**config.mk**
```make
export PLATFORM = sky130hd
export DESIGN_NAME = rr_arb_8
export DESIGN_NICKNAME = d
export VERILOG_FILES = /design/src/rtl/rr_arb_8_pkg.sv /design/src/rtl/deco_3_8.sv /design/src/rtl/rr_arb_8.sv
export SDC_FILE = /design/constraint.sdc
export NUM_CORES = 1
export LEC_CHECK = 0
export BUFFER_PORTS_ARGS = -buffer_cell sky130_fd_sc_hd__buf_2
export CAP_MARGIN = 20
export CORE_MARGIN = 2
export CORE_UTILIZATION = 59
export DETAILED_ROUTE_END_ITERATION = 8
export GPL_TIMING_DRIVEN = 0
export PLACE_DENSITY = 0.81
export SLEW_MARGIN = 20
export SYNTH_ARGS = -nofsm -noshare
export SYNTH_HDL_FRONTEND = slang
export SYNTH_SLANG_ARGS = --single-unit
export TNS_END_PERCENT = 20
```
**constraint.sdc**
```tcl
create_clock -name clk_i -period 5.6 [get_ports clk_i]
set_clock_uncertainty 0.15 [all_clocks]
set_input_delay 1.12 -clock clk_i [delete_from_list [all_inputs] [get_ports clk_i]]
set_output_delay 1.12 -clock clk_i [all_outputs]
set_load 0.005 [all_outputs]
```
**src/rtl/rr_arb_8_pkg.sv**
```systemverilog
// Shared definitions for the 8-way round-robin arbiter.
// Client count, index width, FSM state encoding and the default hold limit.
package rr_arb_8_pkg;

    localparam int N_CLIENTS    = 8;
    localparam int IDX_W        = 3;
    localparam int MAX_HOLD_DEF = 16;

    typedef enum logic {
        IDLE = 1'b0,
        BUSY = 1'b1
    } state_e;

endpackage

```
**src/rtl/deco_3_8.sv**
```systemverilog
// Binary 3-to-8 decoder.
// Produces a one-hot output for the index on in_i.
module deco_3_8 (
    input  logic [2:0] in_i,
    output logic [7:0] out_o
);

    always_comb begin
        out_o       = '0;
        out_o[in_i] = 1'b1;
    end

endmodule

```
**src/rtl/rr_arb_8.sv**
```systemverilog
// Round-robin arbiter for eight requesters. It holds each grant until the holder
// releases it or the hold limit expires, and then rotates priority past that holder.
//
// state | meaning
// IDLE  | no grant active; sample req and pick the next winner from ptr
// BUSY  | grant active; wait for done, req drop or hold limit
module rr_arb_8
    import rr_arb_8_pkg::*;
#(
    parameter int MAX_HOLD = MAX_HOLD_DEF
) (
    input  logic                 clk_i,
    input  logic                 rst_ni,
    input  logic [N_CLIENTS-1:0] req_i,
    input  logic                 done_i,
    output logic [N_CLIENTS-1:0] gnt_o,
    output logic [IDX_W-1:0]     gnt_idx_o,
    output logic                 gnt_valid_o,
    output logic                 timeout_o
);

    localparam int CNT_W = $clog2(MAX_HOLD + 1);

    state_e               state_q, state_d;
    logic [IDX_W-1:0]     ptr_q, ptr_d;
    logic [IDX_W-1:0]     idx_q, idx_d;
    logic [CNT_W-1:0]     cnt_q, cnt_d;
    logic                 timeout_q, timeout_d;
    logic [IDX_W-1:0]     winner;
    logic [N_CLIENTS-1:0] dec_out;

    // First set request at or after ptr, wrapping modulo N_CLIENTS.
    function automatic logic [IDX_W-1:0] rr_pick(input logic [N_CLIENTS-1:0] req,
                                                 input logic [IDX_W-1:0]     ptr);
        logic [IDX_W-1:0] pick;
        logic [IDX_W-1:0] cand;
        logic             found;
        pick  = ptr;
        found = 1'b0;
        for (int i = 0; i < N_CLIENTS; i++) begin
            cand = ptr + IDX_W'(i);
            if (!found && req[cand]) begin
                pick  = cand;
                found = 1'b1;
            end
        end
        return pick;
    endfunction

    assign winner = rr_pick(req_i, ptr_q);

    always_comb begin
        state_d   = state_q;
        ptr_d     = ptr_q;
        idx_d     = idx_q;
        cnt_d     = cnt_q;
        timeout_d = 1'b0;
        case (state_q)
            IDLE: begin
                if (|req_i) begin
                    idx_d   = winner;
                    ptr_d   = winner + IDX_W'(1);
                    cnt_d   = '0;
                    state_d = BUSY;
                end
            end
            BUSY: begin
                // A release in the last hold cycle wins over the timeout.
                if (done_i || !req_i[idx_q]) begin
                    state_d = IDLE;
                end else if (cnt_q == CNT_W'(MAX_HOLD - 1)) begin
                    state_d   = IDLE;
                    timeout_d = 1'b1;
                end else begin
                    cnt_d = cnt_q + CNT_W'(1);
                end
            end
            default: state_d = IDLE;
        endcase
    end

    always_ff @(posedge clk_i or negedge rst_ni) begin
        if (!rst_ni) begin
            state_q   <= IDLE;
            ptr_q     <= '0;
            idx_q     <= '0;
            cnt_q     <= '0;
            timeout_q <= 1'b0;
        end else begin
            state_q   <= state_d;
            ptr_q     <= ptr_d;
            idx_q     <= idx_d;
            cnt_q     <= cnt_d;
            timeout_q <= timeout_d;
        end
    end

    deco_3_8 u_deco (
        .in_i  (idx_q),
        .out_o (dec_out)
    );

    assign gnt_valid_o = (state_q == BUSY);
    assign gnt_idx_o   = idx_q;
    assign gnt_o       = dec_out & {N_CLIENTS{gnt_valid_o}};
    assign timeout_o   = timeout_q;

endmodule

```
; Word level (Yosys, flattened, before mapping)
; Cells that the tools add are included.
; W data, S select, Z words.
[classes]
n_addsub = 9
magnitude_cmp = 10
n_eq_ne = 4
muxes = 45
bitwise_logic = 2
reduce_logical = 20
[ops]
columns = op, count
row1 = $lt A3 B4 Y1 const B, 9
row2 = $bmux W1 S3, 9
row3 = $mux W1, 23
row4 = $mux W3, 7
row5 = $mux W5, 3
row6 = $add A3 B3 Y3 const B, 4
row7 = $pmux W5 S2, 1
row8 = $and A8 B8 Y8, 1
row9 = $logic_and A1 B1 Y1, 8
row10 = $logic_not A1 Y1, 8
row11 = $reduce_or A8 Y1, 1
row12 = $add A3 B1 Y3 const B, 2
row13 = $add A3 B2 Y3 const B, 2
row14 = $ne A2 B2 Y1 const B, 3
row15 = $add A5 B1 Y5 const B, 1
row16 = $eq A5 B4 Y1 const B, 1
row17 = $demux W1 S3, 1
row18 = $ge A3 B1 Y1 const B, 1
row19 = $reduce_and A3 Y1, 1
row20 = $pmux W1 S2, 1
row21 = $reduce_and A2 Y1, 1
row22 = $logic_or A1 B1 Y1, 1
row23 = $not A1 Y1, 1
[totals]
ff_bits = 13
out_inout_bits = 13
wordCells = 95

; Depth between registers and ports, before layout
; Gate-level depths: netlist of run 1.
[depth]
depth_word = 25
ltp_mapped = 19
ltp_nobuf = 15

; Modules after synthesis
; Synthesis of run 1 repeated with hierarchy kept, for this count alone.
[hier_totals]
hier_cells = 182
area_unflattened_um2 = 1751.7
[by_module_without_submodules]
columns = mod, n_inst, cells_each, area_each_um2, seq_area_each_um2
row1 = rr_arb_8, 1, 174, 1686.6, 325.3
row2 = deco_3_8, 1, 8, 65.1, 0.0

; Least setup slack after synthesis of run 1
; Ideal clock, no wire load.
[synth_timing]
kind = register -> register
from = reg ptr_q[0]
to = reg ptr_q[2]
setup_time_ps = 141
arrival_ps = 3787
required_time_ps = 5309
path_slack_ps = 1522
path_stages_with_launch = 19
path_cell_list = dfrtp_1 -> buf_4 -> buf_4 -> inv_1 -> ha_1 -> buf_2 -> inv_1 -> mux4_2 -> a32oi_4 -> and4b_1 -> buf_6 -> nor2_1 -> o21ai_2 -> xnor2_2 -> ha_1 -> nand2_1 -> or3_1 -> a21oi_1 -> a211oi_2
[synth_between]
elab_chain_cells = 25
[synth_lines]
columns = item, line_no
row1 = from (decl), rr_arb_8.sv:25  ; logic [IDX_W-1:0] ptr_q, ptr_d;
row2 = from (signal assigned), rr_arb_8.sv:91  ; ptr_q <= ptr_d;
row3 = branches (longest 23 deep; another with $add A3 B1 Y3), --
row4 = $mux W3 *, rr_arb_8.sv:42  ; if (!found && req[cand]) begin
row5 = named net winner[0], rr_arb_8.sv:29  ; logic [IDX_W-1:0] winner;
row6 = $add A3 B1 Y3 *, rr_arb_8.sv:62  ; ptr_d = winner + IDX_W'(1);
; Mark *: on every way through the listed nets, which the timed path passes. The select of a mux whose other input is x is not followed.
; A chain may end at the register's enable or synchronous reset.

; Worst setup path in the final report of run 1
; Same ends and word-level chain as after synthesis.

==> summary.txt, run 1 <==
Setup slack, reg-to-reg - 0.88 ns
Longest Clk Path Bufs - 2
Largest family of logic cells by synthesized area - multiplexers
Largest net degree at the start of global routing - 14
Top Layer Used - met4
Final Setup Violations - 0
Routed via count - 1629
Unique cell type count in the Yosys netlist - 52
Wire length per cell - 17.6 um
Routed wl met2 - 2180 um
Iter 0 DRT Violations - 80
Layout cell share with drive strength beyond 1 - 27.3%
Depth of the worst register-to-register path - 18
Post-Route WL - 4440 um
DR pass1 iterations - 4
Detail Route Antenna Nets - 0
Global Route Usage Sum - 27.5%
Vias/cell - 6.44
WL met1 - 1990 um
PortBufs - 17
Synthesized Nets - 215
Vias in the first global route - 1583
Die area - 3570 sq um
Max_cap viols - 0
Root Buffer - clkbuf_4
Start of the worst register-to-register path - ptr_q[0]$_DFFE_PN0P_
Peak VDD IR - 0.407 mV
Initial core utilization - 61.0%
CP Data Arrival Time - 4.72 ns
Area growth syn-to-layout - 8.33%
Share of the synthesized area in the top cell type - 17.8%
Critical path class - reg2reg
Ant. Diodes - 0
Cells after DPL - 249
Slew headroom - 70.1%
Count leader, synth - mux2i_1
Cts hold-fix bufs - 0
Logic pwr share - 84.8%
Die height - 59.7 um
Final worst path period share - 84.4%
CTS Buf Count - 3
Compound-Gate Fraction of Synth Area - 13.7%
RSZ-0062 raised after global routing - false
Fillers - 257
Mapped Area - 1830 sq um
Worst Setup Start Kind - flop
Fraction of power consumed by the clock network - 4.1%
#FFs+latches synth - 13
Synth top area cells - dfrtp_1 (18%), mux4_2 (16%), mux2i_1 (13%), mux2_2 (4.3%), nor2_1 (3.9%)
Dominant synthesized flop cell - dfrtp_1
Area leader, netlist - dfrtp_1
Depth of the worst hold-timing path - 1
I/O pins - 24
PwrDens - 732 nW/um^2
Clk pin slew, worst setup/hold paths - 0.08 ns
Top post-synthesis cells by count - mux2i_1 (23), nor2_1 (19), nand2_1 (17), dfrtp_1 (13), mux4_2 (13)
Post-Synth Adder-Cell Area - 3.42%
Clock sink count - 13
First-pass GRT wire length - 7360 um
Leakage - 0.000851 uW
Gpl congestion - 0.863
Final Hold Fails - 0
Status - complete, no violations
Post-synthesis simple-gate area fraction - 22.5%
Reg power frac - 11.1%
Syn_area_per_cell - 9.20 sq um
Post-synthesis mux area share - 32.9%
Layout net count - 237
CTS tree - done
H-tree depth - 1
Mapped Cells - 199
Req. time, crit path - 5.59 ns
YS warnings - 0
HP Start - cnt_q[0]$_DFFE_PN0P_
Post-synth ARST share - 100%
FF-to-FF End - ptr_q[2]$_DFFE_PN0P_
Worst-path maximum fanout - 10
Die width - 59.7 um
Post-CTS sizing - 0
XOR/XNOR Fraction of Synth Area - 2.80%
Switching Share - 51.0%
WHS Endpoint - cnt_q[0]$_DFFE_PN0P_
Post-route DRC - 0
Core area - 3000 sq um
Sw Pwr - 741 uW
Initial antenna violation count - 0
Post-synth EDFFs - 0
Int Pwr - 711 uW
Rows - 20
Min Clock Period, post-route - 4.72 ns
CP Capture Type - flop
Sum Neg Setup Slack - 0 ns
Max Clk Rate - 212 MHz
Final Non-Filler Cells - 253
Slew @ Worst Pin - 0.437 ns
Max-slew violation count - 0
Detailed placement HPWL - 3400 um
Worst hold path class - reg2reg
Post CTS Setup Buffer Count - 0
DR WL met3 - 191 um
Total gr overflow - 0
Clock Latency Late Sink - 0.28 ns
Seq/Total Area, Yosys - 17.8%
==> worst max-delay path: stages, from the launching register on <==
cell and delay, ns:
dfrtp_1 0.36, buf_4 0.20, buf_4 0.22, inv_1 0.15
ha_1 0.31, buf_2 0.20, inv_1 0.22, mux4_2 0.58
a32oi_4 0.38, and4b_1 0.25, buf_6 0.14, nor2_1 0.14
o21ai_2 0.09, xnor2_2 0.22, ha_1 0.31, nand2_1 0.10
or3_1 0.32, a21oi_1 0.18, a211oi_2 0.06
==> placed cells by master, fill, tap and decap left out, drive strengths merged, types with 2 or more instances in the layout <==
master	synthesis	final
nor4	2	2
nor3	4	4
mux4	13	13
dfrtp	13	13
inv	7	7
nor2b	2	2
nand2	17	17
nand3b	5	5
or3	3	3
xor2	2	2
a31oi	2	2
and2	2	2
a21oi	7	7
clkbuf	7	11
mux2i	23	23
buf	10	27
nor3b	3	3
xnor2	3	3
nand3	5	5
or3b	2	2
mux2	7	7
a211oi	2	2
nand2b	8	8
ha	5	5
a21boi	3	3
nor2	19	19
o21ai	11	11
==> area by class of cell <==
type,count,area (sq um),area share (%)
sequential,13,325,16.4
buffer,17,103,5.17
tap,33,41.3,2.08
clock buffer,4,26.3,1.32
multi-input combinational,162,1380,69.4
timing repair buffer,17,85.1,4.29
inverter,7,26.3,1.32
==> sequential cells by signal, summed over array words and instances, names as in the netlist <==
register     count
gnt_valid_o      1
cnt_q            5
gnt_idx_o        3
timeout_o        1
ptr_q            3
==> how the worst max path moves through the flow <==
stage / cells after the start / slack [ns] / endpoint / from
2_1_floorplan: 18 / 1.52 / ptr_q[2]$_DFFE_PN0P_ / ptr_q[0]$_DFFE_PN0P_
3_3_place_gp: 18 / 1.07 / ptr_q[2]$_DFFE_PN0P_ / ptr_q[0]$_DFFE_PN0P_
3_5_place_dp: 18 / 0.95 / ptr_q[2]$_DFFE_PN0P_ / ptr_q[0]$_DFFE_PN0P_
4_1_cts: 18 / 0.92 / ptr_q[2]$_DFFE_PN0P_ / ptr_q[0]$_DFFE_PN0P_
5_1_grt: 18 / 0.57 / ptr_q[2]$_DFFE_PN0P_ / ptr_q[0]$_DFFE_PN0P_
6_report: 18 / 0.88 / ptr_q[2]$_DFFE_PN0P_ / ptr_q[0]$_DFFE_PN0P_
==> logic make-up (layout without fill, tap and decap cells) <==
| group | Yosys count | after routing |
|---|---|---|
| simple gates | 77 | 77 |
| mux | 43 | 43 |
| compound gates | 32 | 32 |
| buf+inv | 24 | 45 |
| flops | 13 | 13 |
| fa+ha+maj | 5 | 5 |
| xor+xnor | 5 | 5 |
==> metal layers <==
| metal | vias to the layer above | GRT usage (%) |
|---|---|---|
| met3 | 8 | 2.16 |
| met1 | 799 | 38.3 |
| met2 | 47 | 45.5 |
| met5 | - | 0 |
| met4 | 0 | 9.21 |
| li1 | 775 | - |
==> power by group through the flow <==
stage	registers, uW	logic [uW]	clock network, uW
finish	161	1230	59.4
global placement	160	1170	0
floorplan	156	967	0
detailed placement	162	1210	0
global route	165	1350	63.1
CTS	161	1220	60.4
==> stage by stage <==
step	worst slack, ns	utilization, %	power [uW]	hold slack [ns]	area, sq um
detailed placement	0.947	65.2	1380	0.385	1960
finish	0.876	66.1	1450	0.397	1980
global placement	1.07	65.2	1330	0.345	1960
global route	0.572	66.1	1570	0.435	1980
floorplan	1.52	-	1120	0.328	1830
CTS	0.919	66.1	1440	0.403	1980
Note: power is estimated with default switching activity, not from simulation.
==> inputs of run 2 (changes only) <==
--- a/config.mk
+++ b/config.mk
@@ -8,10 +8,10 @@
 export BUFFER_PORTS_ARGS = -buffer_cell sky130_fd_sc_hd__buf_2
 export CAP_MARGIN = 20
 export CORE_MARGIN = 2
-export CORE_UTILIZATION = 59
+export CORE_UTILIZATION = 53
 export DETAILED_ROUTE_END_ITERATION = 8
 export GPL_TIMING_DRIVEN = 0
-export PLACE_DENSITY = 0.81
+export PLACE_DENSITY = 0.77
 export SLEW_MARGIN = 20
 export SYNTH_ARGS = -nofsm -noshare
 export SYNTH_HDL_FRONTEND = slang
==> constraint.sdc (replaced) <==
create_clock -name clk_i -period 4.1 [get_ports clk_i]
set_clock_uncertainty 0.15 [all_clocks]
set_input_delay 0.82 -clock clk_i [delete_from_list [all_inputs] [get_ports clk_i]]
set_output_delay 0.82 -clock clk_i [all_outputs]
set_load 0.005 [all_outputs]
==> run 2 against run 1 <==
  * Worst setup slack got worse by 0.74 ns
  * Via count decreased by 0.18%
  * Cell area increased by 6.8%
  * Count of clock-buffer cells in the layout did not move
  * Global-route usage decreased by 4.2 points
  * Die area is 11% higher
  * Sequential share of layout area decreased by 1.0 points
  * Critical endpoint unchanged
  * Largest cell class unchanged
  * Highest routed layer is now met3
==> summary.txt, run 2 (synthesis gave the netlist of run 1 again) <==
Layout net count - 246
Largest net degree at the start of global routing - 14
Worst Setup Start Kind - flop
Final worst path period share - 96.6%
DR pass1 iterations - 4
Area growth syn-to-layout - 15.7%
Critical path class - reg2reg
Initial core utilization - 54.9%
Slew @ Worst Pin - 0.476 ns
Initial antenna violation count - 0
Total gr overflow - 0
Vias/cell - 5.91
Post-Route WL - 4300 um
Cell family with most CP delay - simple AND/OR/NAND/NOR gates
Min Clock Period, post-route - 3.96 ns
Rows - 21
Die width - 62.8 um
Largest register by flop count - cnt_q
Crit-path max cell delay - 0.52 ns
Vias in the first global route - 1534
Die area - 3940 sq um
Iter 0 DRT Violations - 69
Wire length per cell - 15.6 um
Final Hold Fails - 0
Worst Hold Slack - 0.258 ns
First-pass GRT wire length - 7510 um
CTS tree - done
Detail Route Antenna Nets - 0
Most common cell after layout, fill and taps aside - mux2i_1
Slowest stage cell, crit path - mux4_2
H-tree depth - 1
Worst-path maximum fanout - 10
CP Data Arrival Time - 3.95 ns
Status - complete, no violations
Crit path cell chain - clkbuf_4 -> inv_4 -> ha_1 -> buf_6 -> inv_4 -> mux4_2 -> a32oi_4 -> and4b_1 -> buf_6 -> nor2_2 -> o21ai_2 -> xnor2_2 -> ha_2 -> nand2_1 -> or3_1 -> a21oi_2 -> a211oi_2
I/O pins - 24
Root Buffer - clkbuf_4
Worst path bufs/invs - 5
Routed via count - 1626
CP Capture Type - flop
Core area - 3340 sq um
Max Clk Rate - 253 MHz
Longest Clk Path Bufs - 2
Req. time, crit path - 4.10 ns
Largest register FFs - 5
CTS Buf Count - 3
Fillers - 287
Max-slew violation count - 0
Max_cap viols - 0
Final Setup Violations - 0
Die height - 62.8 um
Global Route Usage Sum - 23.3%
Slew headroom - 67.4%
Core Util, Final - 63.5%
Most frequent cells in the layout - mux2i_1 (23), buf_2 (19), nor2_1 (18)
Clock sink count - 13
Clk pin slew, worst setup/hold paths - 0.08 ns
Detailed placement HPWL - 3160 um
Clock Latency Late Sink - 0.28 ns
Post-route DRC - 0
Worst hold path class - in2async
Gpl congestion - 0.868
PortBufs - 17
Layout cell share with drive strength beyond 1 - 32.3%
Ant. Diodes - 0
-- run 2: cell types whose count changed in the layout (fill, tap and decap cells not counted), moves of 2 or more --
cell	change
buf_4	+7
buf_6	+3
buf_2	-2
inv_1	-2
inv_4	+2
-- run 2: worst paths after layout --
kind,end,slack (ns),from,depth (start not counted)
max in group asynchronous,cnt_q[4]$_DFFE_PN0P_,3.31,rst_ni,1
worst max register to register,ptr_q[2]$_DFFE_PN0P_,0.14,ptr_q[1]$_DFFE_PN0P_,17
min in group clk_i,cnt_q[0]$_DFFE_PN0P_,0.37,cnt_q[0]$_DFFE_PN0P_,1
worst max-delay path,ptr_q[2]$_DFFE_PN0P_,0.14,ptr_q[1]$_DFFE_PN0P_,17
worst min-delay path,cnt_q[1]$_DFFE_PN0P_,0.26,rst_ni,1
worst min register to register,cnt_q[0]$_DFFE_PN0P_,0.37,cnt_q[0]$_DFFE_PN0P_,1
-- run 2: metal layers --
metal / global-route usage [%] / routed length, um / part of all wire [%]
met1: 35.0 / 2100 / 49
met2: 37.8 / 2020 / 47
met3: 2.70 / 176 / 4.1
met4: 1.94 / 0 / 0
met5: 0 / 0 / 0
-- run 2: cell type report --
type                            instances  area [sq um]  area share (%)
Multi-Input combinational cell        162          1400            66.2
Sequential cell                        13           325            15.3
Timing Repair Buffer                   27           164            7.73
Buffer                                 16           108            5.08
Tap cell                               46          57.6            2.72
Inverter                                7          35.0            1.65
Clock buffer                            4          26.3            1.24
-- run 2: what timing repair did --
item,in CTS,in global routing
resized for setup,9,8
buffers inserted,8,2
hold buffers,0,0
gates cloned,0,0
hold endpoints to repair,0,0
endpoints found under the setup margin,1,1
pin swaps,4,4
-- run 2: per-stage QoR --
step | TNS [ns] | cells | setup WS, ns | area [sq um]
floorplan | 0 | 199 | 0.0216 | 1830
global placement | -0.436 | 262 | -0.436 | 1970
detailed placement | -0.454 | 262 | -0.454 | 1970
CTS | 0 | 274 | 0.00227 | 2090
global route | -0.0439 | 275 | -0.0439 | 2120
finish | 0 | 275 | 0.140 | 2120
Power of run 2 is not shown: default switching activity piles up to over one toggle a cycle in this logic, so the estimate is an artifact.
